==> src/rtl/ram_arb_2432.sv <==
// ram_arb_2432: shares one synchronous data RAM between the cpu_2432 data
// port and a host (loader/debugger) port. The host wins idle cycles for free
// and steals a cycle from the CPU after STARVE_MAX waits; HOLD parks the CPU
// so the host can stream accesses every cycle.
//
// Handshake: the host holds i_host_valid and its address/data/byte enables
// stable until it sees o_host_ready high in the same cycle; that cycle is
// the transfer. A granted read returns o_host_rvalid/o_host_rdata one
// enabled cycle later. The CPU side has no handshake: it is frozen through
// o_cpu_clk_en and simply re-presents the same access on the next cycle.
`timescale 1ns/1ps
module ram_arb_2432 #(
  parameter int unsigned STARVE_MAX = 4
) (
  input  logic        i_clk,
  input  logic        i_rstb,
  input  logic        i_clk_en,
  input  logic [23:0] i_cpu_daddr,
  input  logic [31:0] i_cpu_dout,
  input  logic        i_cpu_ram_rd,
  input  logic [3:0]  i_cpu_ram_wr,
  output logic [31:0] o_cpu_din,
  output logic        o_cpu_clk_en,
  input  logic        i_host_valid,
  output logic        o_host_ready,
  input  logic [23:0] i_host_addr,
  input  logic [31:0] i_host_wdata,
  input  logic [3:0]  i_host_wr,
  input  logic        i_host_hold,
  output logic        o_hold_ack,
  output logic        o_host_rvalid,
  output logic [31:0] o_host_rdata,
  output logic [23:0] o_ram_addr,
  output logic [31:0] o_ram_wdata,
  output logic        o_ram_rd,
  output logic [3:0]  o_ram_wr,
  input  logic [31:0] i_ram_rdata,
  output logic        o_dbg_state
);

  typedef enum logic {
    ST_RUN  = 1'b0,
    ST_HOLD = 1'b1
  } state_t;

  localparam logic [3:0] STARVE_LIM = 4'(STARVE_MAX);

  state_t      state_q;
  logic        hold_ack_q;
  logic [3:0]  starve_cnt;
  logic        cpu_rd_q;
  logic [31:0] hold_q;
  logic        host_rvalid_q;

  logic        cpu_acc;
  logic        host_grant;
  logic        cpu_rd_issue;
  logic        in_run;

  assign in_run = (state_q == ST_RUN);

  // Ownership decision: host takes idle cycles, or steals once starved.
  always_comb begin
    cpu_acc    = i_cpu_ram_rd | (|i_cpu_ram_wr);
    host_grant = 1'b0;
    if (state_q == ST_HOLD) begin
      host_grant = i_host_valid;
    end else begin
      host_grant = i_host_valid & (!cpu_acc | (starve_cnt == STARVE_LIM));
    end
  end

  // A CPU read reaches the RAM only when the CPU owns this enabled cycle.
  assign cpu_rd_issue = in_run & !host_grant & i_cpu_ram_rd;

  assign o_cpu_clk_en = i_clk_en & in_run & !(host_grant & cpu_acc);
  assign o_host_ready = i_clk_en & host_grant;

  // RAM port mux: host on grant, else CPU pass-through in RUN, else quiet.
  always_comb begin
    o_ram_addr  = i_cpu_daddr;
    o_ram_wdata = i_cpu_dout;
    o_ram_rd    = 1'b0;
    o_ram_wr    = 4'h0;
    if (host_grant) begin
      o_ram_addr  = i_host_addr;
      o_ram_wdata = i_host_wdata;
    end
    if (i_clk_en) begin
      if (host_grant) begin
        o_ram_rd = (i_host_wr == 4'h0);
        o_ram_wr = i_host_wr;
      end else if (in_run) begin
        o_ram_rd = i_cpu_ram_rd;
        o_ram_wr = i_cpu_ram_wr;
      end
    end
  end

  // RUN/HOLD FSM with registered hold acknowledge.
  always_ff @(posedge i_clk or negedge i_rstb) begin
    if (!i_rstb) begin
      state_q    <= ST_RUN;
      hold_ack_q <= 1'b0;
    end else if (i_clk_en) begin
      if (i_host_hold) begin
        state_q    <= ST_HOLD;
        hold_ack_q <= 1'b1;
      end else begin
        state_q    <= ST_RUN;
        hold_ack_q <= 1'b0;
      end
    end
  end

  // Host starvation counter: counts refused cycles, saturating at the limit.
  always_ff @(posedge i_clk or negedge i_rstb) begin
    if (!i_rstb) begin
      starve_cnt <= 4'h0;
    end else if (i_clk_en) begin
      if (host_grant || !i_host_valid) begin
        starve_cnt <= 4'h0;
      end else if (starve_cnt != STARVE_LIM) begin
        starve_cnt <= starve_cnt + 4'd1;
      end
    end
  end

  // CPU read return: live RAM data right after issue, latched copy after.
  always_ff @(posedge i_clk or negedge i_rstb) begin
    if (!i_rstb) begin
      cpu_rd_q <= 1'b0;
      hold_q   <= 32'h0;
    end else if (i_clk_en) begin
      cpu_rd_q <= cpu_rd_issue;
      if (cpu_rd_q) begin
        hold_q <= i_ram_rdata;
      end
    end
  end

  // Host read return pulse, one enabled cycle after a granted read.
  always_ff @(posedge i_clk or negedge i_rstb) begin
    if (!i_rstb) begin
      host_rvalid_q <= 1'b0;
    end else if (i_clk_en) begin
      host_rvalid_q <= host_grant & (i_host_wr == 4'h0);
    end
  end

  assign o_cpu_din     = cpu_rd_q ? i_ram_rdata : hold_q;
  assign o_host_rvalid = host_rvalid_q;
  assign o_host_rdata  = host_rvalid_q ? i_ram_rdata : 32'h0;
  assign o_hold_ack    = hold_ack_q;
  assign o_dbg_state   = state_q;

endmodule

==> config.mk <==
export PLATFORM = sky130hd
export DESIGN_NAME = ram_arb_2432
export DESIGN_NICKNAME = d
export VERILOG_FILES = /design/src/rtl/ram_arb_2432.sv
export SDC_FILE = /design/constraint.sdc
export NUM_CORES = 1
export LEC_CHECK = 0
export ABC_CLOCK_PERIOD_IN_PS = 4600
export BUFFER_PORTS_ARGS = -buffer_cell sky130_fd_sc_hd__buf_4
export CAP_MARGIN = 5
export CORE_AREA = 4 4 109 111
export CTS_CLUSTER_DIAMETER = 150
export DETAILED_ROUTE_END_ITERATION = 16
export DIE_AREA = 0 0 113 115
export PLACE_DENSITY = 0.72
export SLEW_MARGIN = 20
export SYNTH_ARGS = -nofsm -noshare
export SYNTH_HDL_FRONTEND = slang
export SYNTH_SLANG_ARGS = --single-unit
==> constraint.sdc <==
create_clock -name i_clk -period 4.6 [get_ports i_clk]
set_input_delay 0.69 -clock i_clk [delete_from_list [all_inputs] [get_ports i_clk]]
set_output_delay 0.69 -clock i_clk [all_outputs]
set_load 0.02 [all_outputs]
==> metrics.md, run 1 <==
| Metric | Value |
|---|---|
| Fmax | 0.294 GHz |
| Initial drt markers | 180 |
| CTS tree | built |
| Largest net degree at the start of global routing | 57 |
| Unrepaired setup endpoints after global routing | false |
| Detailed-route vias per instance | 4.62 |
| Port bufs | 287 |
| Final Slew Violations | 0 |
| Mean Syn Cell Area | 9.78 sq um |
| Crit end category | output pin |
| GRT Util Overall | 0.198 |
| Starting Density | 0.285 |
| CP Max Fanout | 56 |
| Synth Register Bits | 39 |
| Root Driver | clkbuf_8 |
| Final nets | 750 |
| CTS resizes | 0 |
| Worst Setup Start Kind | register |
| Crit path required time | 3.91 ns |
| Final setup vio count | 0 |
| DRT antenna net count | 0 |
| Die Span Y | 115 microns |
| Drt drc | 0 |
| Post-Layout Cell Count | 731 |
| Register area share after synthesis | 0.317 |
| Core Box Area | 10,800 sq um |
| Slew headroom | 0.315 |
| First-pass detailed-route iteration total | 4 |
| Die area | 13,000 sq um |
| Antenna cells | 0 |
| Worst hold path type | in -> async |
| Drt total wl | 13,800 microns |
| Main synth FF type | dfrtp_1 |
| Fin Clk Skew | 0.00798 ns |
| Pre-CTS setup slack | 1.25 ns |
| Area delta synth->final | 75.3% |
| Number of enable flip-flop cells after synthesis | 0 |
| Worst Tran Pin Value | 1.02 ns |
| P_leak | 2.80 nW |
| Syn_nets | 475 |
| Internal reg-to-reg setup slack | 2.90 ns |
| Min Tclk post-route | 3.40 ns |
| Warnings from Yosys | 0 |
| Fin Hold WS | 0.364 ns |
| Type of the worst setup path | reg -> out |
| Distinct cells, synth | 33 |
| Setup TNS | 0 ns |
| Placer Congestion | 0.980 |
| Clock sink count | 39 |
| Vias in the first global route | 3,439 |
| FP Rows | 38 |
| Mapped Area | 3080 sq um |
| First-pass GRT wire length | 20,100 microns |
| Worst skew pair latency | 0.29 ns |
| Fin crit share | 0.739 |
| Pwr dens | 263 nW/um^2 |
| Ys async rst share | 1.00 |
| Congestion Overflow GR | 0 |
| Critical path arrival | 2.71 ns |
| Syn Inst Count | 315 |
| Clock-pin slew on the worst setup and hold paths | 0.08 ns |
| Hold Vio Cnt, Final | 0 |
| Post-route setup slack | 1.20 ns |
| Hold-fix buffers, CTS | 0 |
| Number of max-cap violations | 0 |
| Vias | 3,375 |
| Inserted Clock Buffers | 5 |
| Status | complete, no violations |
| I/O pins | 288 |
| Die X | 113 microns |
| CTS Buffer Depth | 2 |
| Initial antenna violation count | 0 |
| Wirelength per Cell | 18.8 microns |
| Hpwl dp | 11,400 microns |
| Post-Route Utilization | 0.500 |
| H-tree level count | 2 |
| Share of cells above drive strength 1 | 0.660 |
| Worst VDD drop | 169 uV |
| DP Cell Count | 723 |
| Post-CTS setup buffers | 0 |
placed cells by master, fill, tap and decap left out, drive strengths merged, types with 2 or more instances in the layout:
cell type	n
nand2	2
buf	289
a21oi	2
mux2	89
o21ai	3
dfrtp	39
ha	2
nor2	98
clkbuf	6
a22o	7
inv	3
clkinv	3
and2	32
flip-flops by register name, summed over array words and instances (netlist names):
| name | cells |
|---|---|
| hold_q | 32 |
| o_host_rvalid | 1 |
| starve_cnt | 4 |
| cpu_rd_q | 1 |
| o_hold_ack | 1 |
where the power goes:
group / total [mW] / switching [mW] / internal, mW
Combinational: 0.748 / 0.364 / 0.384
Clock: 0.229 / 0.122 / 0.107
Sequential: 0.444 / 0.0421 / 0.402
Total: 1.42 / 0.528 / 0.893
cells by family after synthesis:
logic type / Yosys count / synth area share
mux: 90 / 0.377
compound gates: 18 / 0.0463
simple gates: 141 / 0.207
buf+inv: 25 / 0.0443
fa+ha+maj: 2 / 0.00813
flops: 39 / 0.317
layout make-up:
| cell class | count | area [sq um] |
|---|---|---|
| inverter | 4 | 15.0 |
| clock buffer | 6 | 72.6 |
| multi-input combinational | 251 | 1970 |
| tap | 140 | 175 |
| fill | 1012 | 5400 |
| clock inverter | 2 | 13.8 |
| sequential | 39 | 977 |
| timing repair buffer | 289 | 2170 |
worst max-delay path: stages (launching register included):
cell and delay, ns:
dfrtp_1 0.38, inv_1 0.08, ha_1 0.19, nand3b_1 0.17, o21ai_2 0.13, o21ai_4 0.13
buf_4 0.73, mux2_2 0.43, buf_4 0.16
metal layers:
| layer | part of all wire | global-route usage | routed length [microns] |
|---|---|---|---|
| met1 | 0.36 | 0.214 | 5020 |
| met2 | 0.53 | 0.375 | 7270 |
| met3 | 0.085 | 0.0600 | 1180 |
| met4 | 0.021 | 0.0521 | 291 |
| met5 | 0 | 0 | 0 |
final timing paths:
path,to,depth (start not counted),from
max,o_ram_addr[11],8,starve_cnt[0]
min,hold_q[11],1,i_rstb
max reg2reg,hold_q[26],4,cpu_rd_q
min reg2reg,hold_q[1],2,hold_q[1]
max in group asynchronous,cpu_rd_q,1,i_rstb
min in group i_clk,hold_q[1],2,hold_q[1]
per-stage QoR:
stage	power [mW]	cell area (sq um)
6_report	1.42	5400
5_1_grt	1.51	5400
4_1_cts	1.44	5400
3_5_place_dp	1.20	5310
3_3_place_gp	1.19	5310
2_1_floorplan	0.857	3080
cells in the mapped netlist, drive strengths merged (2+ instances only):
| master | n | area share |
|---|---|---|
| a21oi | 2 | 0.0033 |
| a22o | 7 | 0.020 |
| and2 | 32 | 0.065 |
| buf | 7 | 0.022 |
| clkbuf | 14 | 0.017 |
| dfrtp | 39 | 0.32 |
| ha | 2 | 0.0081 |
| inv | 3 | 0.0037 |
| mux2 | 89 | 0.37 |
| nand2 | 2 | 0.0024 |
| nor2 | 98 | 0.12 |
| o21ai | 3 | 0.0073 |
No activity file was read; power rests on OpenSTA's default activity.
==> run 2, diff against run 1 <==
==> config.mk (replaced) <==
export PLATFORM = sky130hd
export DESIGN_NAME = ram_arb_2432
export DESIGN_NICKNAME = d
export VERILOG_FILES = /design/src/rtl/ram_arb_2432.sv
export SDC_FILE = /design/constraint.sdc
export NUM_CORES = 1
export LEC_CHECK = 0
export ABC_AREA = 1
export ABC_CLOCK_PERIOD_IN_PS = 3000
export BUFFER_PORTS_ARGS = -buffer_cell sky130_fd_sc_hd__buf_4
export CAP_MARGIN = 5
export CORE_AREA = 4 4 110 112
export CTS_CLUSTER_DIAMETER = 150
export DETAILED_ROUTE_END_ITERATION = 16
export DIE_AREA = 0 0 114 116
export PLACE_DENSITY = 0.74
export SLEW_MARGIN = 20
export SYNTH_ARGS = -nofsm -noshare
export SYNTH_HDL_FRONTEND = slang
export SYNTH_SLANG_ARGS = --single-unit
==> constraint.sdc (replaced) <==
create_clock -name i_clk -period 3 [get_ports i_clk]
set_input_delay 0.45 -clock i_clk [delete_from_list [all_inputs] [get_ports i_clk]]
set_output_delay 0.45 -clock i_clk [all_outputs]
set_load 0.02 [all_outputs]
==> run 2 against run 1 <==
  * Non-clock buffer count rose by 4
  * Clock skew is 0.0051 ns lower
  * Clock-buffer cell count did not move
  * Critical path depth rose by 2
  * Critical path type unchanged
  * Highest routed layer unchanged
==> metrics.md, run 2 <==
| Metric | Value |
|---|---|
| Wirelength per Cell | 14.3 microns (-24%) |
| Fmax | 0.379 GHz |
| Drt drc | 0 (unchanged) |
| Antenna cells | 0 (unchanged) |
| Post-synthesis xor/xnor area fraction | 0.00559 (+0.00559) |
| Hold-fix buffers, CTS | 0 (unchanged) |
| P_leak | 3.36 nW (+20%) |
| Ys async rst share | 1.00 (unchanged) |
| Fin crit share | 0.879 |
| Slew headroom | 0.532 (+0.217) |
| Final Cell Area | 5500 sq um (+1.8%) |
| Synth Area in Adders | 0.00799 (-0.000136) |
| Synth Area in Simple Gates | 0.408 (+0.201) |
| Post-CTS setup buffers | 0 (unchanged) |
| CTS Buffer Depth | 2 (unchanged) |
| Top area cells in the synthesized netlist | dfrtp_1 31%, nand2_1 28%, o21ai_0 10% |
| Worst Setup Start Kind | register |
| Congestion Overflow GR | 0 (unchanged) |
| Distinct cells, synth | 23 (-30%) |
| Final setup vio count | 0 (unchanged) |
| Vias | 4,159 (+23%) |
| Setup TNS | 0 ns (unchanged) |
| Die area | 13,200 sq um (+1.8%) |
| Hpwl dp | 10,800 microns (-5.3%) |
| Top reg by flops | hold_q |
| Share of cells above drive strength 1 | 0.383 (-0.277) |
| Unrepaired setup endpoints after global routing | false |
| Core Box Area | 11,200 sq um (+4.0%) |
| FP Rows | 39 (+2.6%) |
| Final nets | 959 (+28%) |
| Warnings from Yosys | 0 (unchanged) |
| Worst hold path type | in -> async |
| Largest register FFs | 32 (unchanged) |
| Worst skew pair latency | 0.27 ns (-0.02 ns) |
| Syn Inst Count | 539 (+71%) |
| Clock-pin slew on the worst setup and hold paths | 0.06 ns (-0.02 ns) |
| Compound-Gate Fraction of Synth Area | 0.111 (+0.0647) |
| Pwr dens | 421 nW/um^2 (+60%) |
| Hold Vio Cnt, Final | 0 (unchanged) |
| Root Driver | clkbuf_16 |
| Initial antenna violation count | 0 (unchanged) |
| Number of max-cap violations | 0 (unchanged) |
| Top-count cell post-synth | nand2_1 |
| Crit path required time | 2.55 ns (-1.36 ns) |
| Largest registers | hold_q (32), starve_cnt (4) |
| Placer Congestion | 0.862 (-12%) |
| Area of the multi-input gates | 1670 sq um (-16%) |
| Fin Clk Skew | 0.00292 ns (-0.00506 ns) |
| Final Slew Violations | 0 (unchanged) |
| Register area share after synthesis | 0.312 (-0.00532) |
| Syn_nets | 699 (+47%) |
| First-pass detailed-route iteration total | 5 (+1) |
| Mux share of post-synthesis cell area | 0 (-0.377) |
| Storage element area | 977 sq um (unchanged) |
| Crit end category | output pin |
| Yosys top cell area share | 0.312 (-0.00532) |
| Placed Area | 5320 sq um (+0.19%) |
| H-tree level count | 2 (unchanged) |
| First-pass GRT wire length | 19,100 microns (-4.7%) |
| Crit-path cells | inv_1 -> ha_1 -> nand3_1 -> nand2_1 -> inv_2 -> nand2_4 -> buf_4 -> nand3_1 -> nand2_1 -> buf_4 |
| Status | complete, no violations |
| Commonest cells post-synth | 236 x nand2_1, 75 x inv_1, 64 x o21ai_0 |
| I/O pins | 288 (unchanged) |
| CTS tree | built |
| Commonest non-fill, non-tap cell in the layout | buf_4 |
| Filler Cells Inserted | 1,175 (+16%) |
| GRT Util Overall | 0.181 (-0.0167) |
| Area delta synth->final | 75.5% (about the same) |
| Detailed-route vias per instance | 4.41 (-4.5%) |
| Inserted Clock Buffers | 5 (unchanged) |
| Main synth FF type | dfrtp_1 |
| Drt total wl | 13,500 microns (-2.3%) |
| Crit-path max cell delay | 0.40 ns (-0.33 ns) |
| Starting Density | 0.279 (-0.00626) |
| Initial drt markers | 307 (+71%) |
| DRT antenna net count | 0 (unchanged) |
| Largest net degree at the start of global routing | 69 (+21%) |
| Number of enable flip-flop cells after synthesis | 0 (unchanged) |
| CTS resizes | 0 (unchanged) |
| Mapped Area | 3130 sq um (+1.7%) |
| Vias in the first global route | 3,652 (+6.2%) |
| CP Max Fanout | 34 (-39%) |
| Die Span Y | 116 microns (+0.87%) |
| Worst Tran Pin Value | 0.702 ns (-0.319 ns) |
| Worst VDD drop | 347 uV (+100%) |
| Largest family of logic cells by synthesized area | simple AND/OR/NAND/NOR gates |
| Mean Syn Cell Area | 5.81 sq um (-41%) |
| Critical path arrival | 2.19 ns (-0.52 ns) |
| Synth Register Bits | 39 (unchanged) |
| Crit-path slowest cell | dfrtp_1 |
| Die X | 114 microns (+0.88%) |
| Port bufs | 287 (unchanged) |
| Cell taking the most area after synthesis | dfrtp_1 |
| Min Tclk post-route | 2.64 ns |
| Most frequent cells in the layout | 292 x buf_4, 236 x nand2_1, 75 x inv_1 |
| Type of the worst setup path | reg -> out |
| Clock sink count | 39 (unchanged) |
## run 2: cell types whose count changed after synthesis, sizes merged, moves of 6 or more
cell | before | now
nand2 | 2 | 237
nor2 | 98 | 5
mux2 | 89 | 0
inv | 3 | 76
o21ai | 3 | 67
nand3 | 1 | 60
and2 | 32 | 1
buf | 7 | 21
a22o | 7 | 0
nand4 | 0 | 6
## run 2: worst paths after layout
check	depth (start not counted)	endpoint	slack (ns)	start
max in group asynchronous	1	cpu_rd_q	2.46	i_rstb
worst max register to register	9	cpu_rd_q	1.39	starve_cnt[0]
min in group i_clk	3	o_hold_ack	0.38	i_host_hold
worst max-delay path	10	o_ram_addr[19]	0.36	starve_cnt[0]
worst min-delay path	1	hold_q[11]	0.15	i_rstb
worst min register to register	2	hold_q[28]	0.52	hold_q[28]
## run 2: area by class of cell
cell class / instances / area share
Sequential cell: 39 / 0.178
Timing Repair Buffer: 293 / 0.403
Inverter: 76 / 0.0519
Tap cell: 143 / 0.0326
Clock inverter: 2 / 0.00638
Multi-Input combinational cell: 384 / 0.304
Clock buffer: 6 / 0.0253
## run 2: logic make-up (layout without fill, tap and decap cells)
group | count (synthesis) | in the layout
AO/OA/AOI/OAI | 69 | 69
flip-flops | 39 | 39
XOR/XNOR | 2 | 2
AND/OR/NAND/NOR | 311 | 311
adder cells (fa/ha/maj) | 2 | 2
buffers and inverters | 116 | 377
## run 2: where the power goes
group          total, mW  internal, mW  switching (mW)
Combinational       1.05         0.449           0.598
Clock              0.615         0.413           0.202
Sequential         0.653         0.609          0.0436
Total               2.32          1.47           0.843
## run 2: per-layer routing
metal,up-vias,part of all wire,global-route usage,wire (microns)
met4,0,0.014,0.0309,182
met5,-,0,0,0
met2,143,0.47,0.274,6270
li1,2177,-,-,-
met1,1827,0.44,0.262,5860
met3,12,0.085,0.0507,1140
## run 2: per-stage QoR
stage	util	cells	hold WS [ns]	setup WS [ns]	power, mW
final	0.490	943	0.150	0.362	2.32
after CTS	0.490	943	0.178	0.386	2.34
after global placement	0.474	935	0.460	0.667	1.70
after detailed placement	0.474	935	0.472	0.667	1.72
after global routing	0.490	943	0.192	0.224	2.47
after floorplan	-	539	0.154	1.13	1.20
## run 2: critical path, delay by kind of cell (launching register included)
| family | cells | cell delay, ns |
|---|---|---|
| adders and majority gates | 1 | 0.14 |
| buffers and inverters | 4 | 0.65 |
| DFF | 1 | 0.40 |
| and+or+nand+nor | 5 | 0.71 |
==> run 3, diff against run 2 <==
--- a/config.mk
+++ b/config.mk
@@ -9,11 +9,11 @@
 export ABC_CLOCK_PERIOD_IN_PS = 3000
 export BUFFER_PORTS_ARGS = -buffer_cell sky130_fd_sc_hd__buf_4
 export CAP_MARGIN = 5
-export CORE_AREA = 4 4 110 112
+export CORE_AREA = 5 5 108 110
 export CTS_CLUSTER_DIAMETER = 150
 export DETAILED_ROUTE_END_ITERATION = 16
-export DIE_AREA = 0 0 114 116
-export PLACE_DENSITY = 0.74
+export DIE_AREA = 0 0 113 115
+export PLACE_DENSITY = 0.77
 export SLEW_MARGIN = 20
 export SYNTH_ARGS = -nofsm -noshare
 export SYNTH_HDL_FRONTEND = slang
==> constraint.sdc (replaced) <==
create_clock -name i_clk -period 3 [get_ports i_clk]
set_input_delay 0.3 -clock i_clk [delete_from_list [all_inputs] [get_ports i_clk]]
set_output_delay 0.3 -clock i_clk [all_outputs]
set_load 0.02 [all_outputs]
==> run 3 against run 2 <==
  * The run now ends with hold timing left
  * Worst hold slack got worse by 0.17 ns
  * Critical path depth grew 1
  * Highest routed layer unchanged
  * Clock skew up 0.0023 ns
  * Global-route usage grew 0.22 points
  * Critical endpoint is now o_ram_rd
==> metrics.md, run 3 (synthesis gave the netlist of run 2 again) <==
| Metric | Value |
|---|---|
| Overall power | 2.08 mW (-10%) |
| Initial drt markers | 316 (+2.9%) |
| Die area | 13,000 sq um (-1.7%) |
| Port bufs | 287 (unchanged) |
| Hpwl dp | 10,700 microns (-1.1%) |
| Largest registers | hold_q (32), starve_cnt (4) |
| Comb power frac | 0.510 (+0.058) |
| Crit end category | output pin |
| CP Max Fanout | 62 (+82%) |
| DRT antenna net count | 0 (unchanged) |
| Fmax | 0.381 GHz (+0.56%) |
| Core Box Area | 10,600 sq um (-5.5%) |
| Drt drc | 0 (unchanged) |
| Final nets | 959 (unchanged) |
| Setup TNS | 0 ns (unchanged) |
| Unrepaired setup endpoints after global routing | false |
| Post-Route Utilization | 0.510 (+0.0203) |
| Top reg by flops | hold_q |
| First-pass detailed-route iteration total | 5 (unchanged) |
| Worst Tran Pin Value | 0.923 ns (+0.220 ns) |
| Fin crit share | 0.874 (-0.00488) |
| Clock-pin slew on the worst setup and hold paths | 0.07 ns (about the same) |
| CTS tree | built |
| Largest net degree at the start of global routing | 85 (+23%) |
| Number of max-cap violations | 0 (unchanged) |
| Net Switching | 813 uW (-3.6%) |
| Slew headroom | 0.385 (-0.147) |
| Congestion Overflow GR | 0 (unchanged) |
| GRT Util Overall | 0.183 (+0.00216) |
| Share of cells above drive strength 1 | 0.381 (-0.00125) |
| Flop pwr share | 0.306 (+0.024) |
| Status | finished, violations left |
| Post-Layout Cell Count | 940 (-0.32%) |
| First-pass GRT wire length | 19,500 microns (+1.7%) |
| Drt total wl | 13,200 microns (-2.2%) |
| Die X | 113 microns (-0.88%) |
| FP Rows | 38 (-2.6%) |
| Clock sink count | 39 (unchanged) |
| Inserted Clock Buffers | 5 (unchanged) |
| Antenna cells | 0 (unchanged) |
| Initial antenna violation count | 0 (unchanged) |
| Worst hold path type | in -> async |
| Clock share of power | 0.184 (-0.082) |
| Crit path required time | 2.70 ns (+0.15 ns) |
| Wirelength per Cell | 14.0 microns (-1.9%) |
| Vias in the first global route | 3,748 (+2.6%) |
| Starting Density | 0.295 (+0.0163) |
| Fin Hold WS | -0.0220 ns (-0.172 ns) |
| I/O pins | 288 (unchanged) |
| Post-CTS setup buffers | 0 (unchanged) |
| Type of the worst setup path | reg -> out |
| P_leak | 3.32 nW (-1.2%) |
| Vias | 4,136 (-0.55%) |
| Min Tclk post-route | 2.62 ns (-0.0147 ns) |
| Hold-fix buffers, CTS | 0 (unchanged) |
| Fin Clk Skew | 0.00525 ns (+0.00234 ns) |
| Detailed-route vias per instance | 4.40 (-0.24%) |
| Placer Congestion | 0.925 (+7.2%) |
| DP Cell Count | 932 (-0.32%) |
| Pwr dens | 384 nW/um^2 (-8.8%) |
| Switching Share | 0.391 (+0.0268) |
| Hold Vio Cnt, Final | 39 (+39) |
| Final setup vio count | 0 (unchanged) |
| Most frequent cells in the layout | 293 x buf_4, 235 x nand2_1, 75 x inv_1 |
| Final Slew Violations | 0 (unchanged) |
| Worst VDD drop | 214 uV (-38%) |
| Root Driver | clkbuf_8 |
| CTS Buffer Depth | 2 (unchanged) |
| Area delta synth->final | 72.6% |
| Largest register FFs | 32 (unchanged) |
| CTS resizes | 0 (unchanged) |
| Internal power | 1.27 mW (-14%) |
| Critical path arrival | 2.32 ns (+0.13 ns) |
| Failing checks | hold timing |
| Worst skew pair latency | 0.28 ns (about the same) |
| Worst Setup Start Kind | register |
| Commonest non-fill, non-tap cell in the layout | buf_4 |
| Die Span Y | 115 microns (-0.86%) |
| H-tree level count | 2 (unchanged) |
[run 3: power by group through the flow]
| stage | clock [mW] | combinational, mW | sequential, mW |
|---|---|---|---|
| floorplan | 0 | 0.559 | 0.639 |
| global placement | 0 | 1.06 | 0.643 |
| detailed placement | 0 | 1.07 | 0.646 |
| CTS | 0.402 | 1.07 | 0.636 |
| global route | 0.429 | 1.16 | 0.644 |
| finish | 0.383 | 1.06 | 0.635 |
[run 3: worst paths after layout]
kind	start	endpoint	slack, ns	cells past startpoint
max	starve_cnt[0]	o_ram_rd	0.38	11
min	i_rstb	hold_q[10]	-0.02	1
max reg2reg	starve_cnt[0]	cpu_rd_q	1.05	10
min reg2reg	hold_q[8]	hold_q[8]	0.52	2
max in group asynchronous	i_rstb	o_host_rvalid	2.68	1
min in group i_clk	i_host_hold	o_hold_ack	0.23	3
[run 3: final cells by class]
class                   count  area [sq um]
fillers                  1095          5200
repair buffers            293          2200
multi-input cells         384          1670
flip-flops and latches     39           976
inverters                  76           285
well taps                 140           175
clock buffers               8           100
[run 3: worst max-delay path: stages, from the launching register on]
cell and delay (ns):
dfrtp_1 0.42, inv_1 0.09, ha_1 0.14, nand3_1 0.07, nand2_1 0.10, inv_2 0.06
nand2_4 0.05, buf_4 0.48, nand2_1 0.23, nand2_1 0.15, nand2_1 0.10, buf_4 0.17
[run 3: routing by layer]
layer / track usage / wire length [microns] / vias to the layer above
li1: - / - / 2174
met1: 0.257 / 5680 / 1801
met5: 0 / 0 / -
met3: 0.0558 / 1100 / 12
met2: 0.280 / 6200 / 149
met4: 0.0377 / 172 / 0
[run 3: stage by stage]
step | instance area (sq um) | hold WS, ns | worst slack (ns)
after global routing | 5410 | 0.00910 | 0.0669
after detailed placement | 5310 | 0.311 | 0.661
final | 5410 | -0.0220 | 0.377
after global placement | 5310 | 0.303 | 0.667
after floorplan | 3130 | 0.00441 | 1.28
after CTS | 5410 | 0.00287 | 0.340
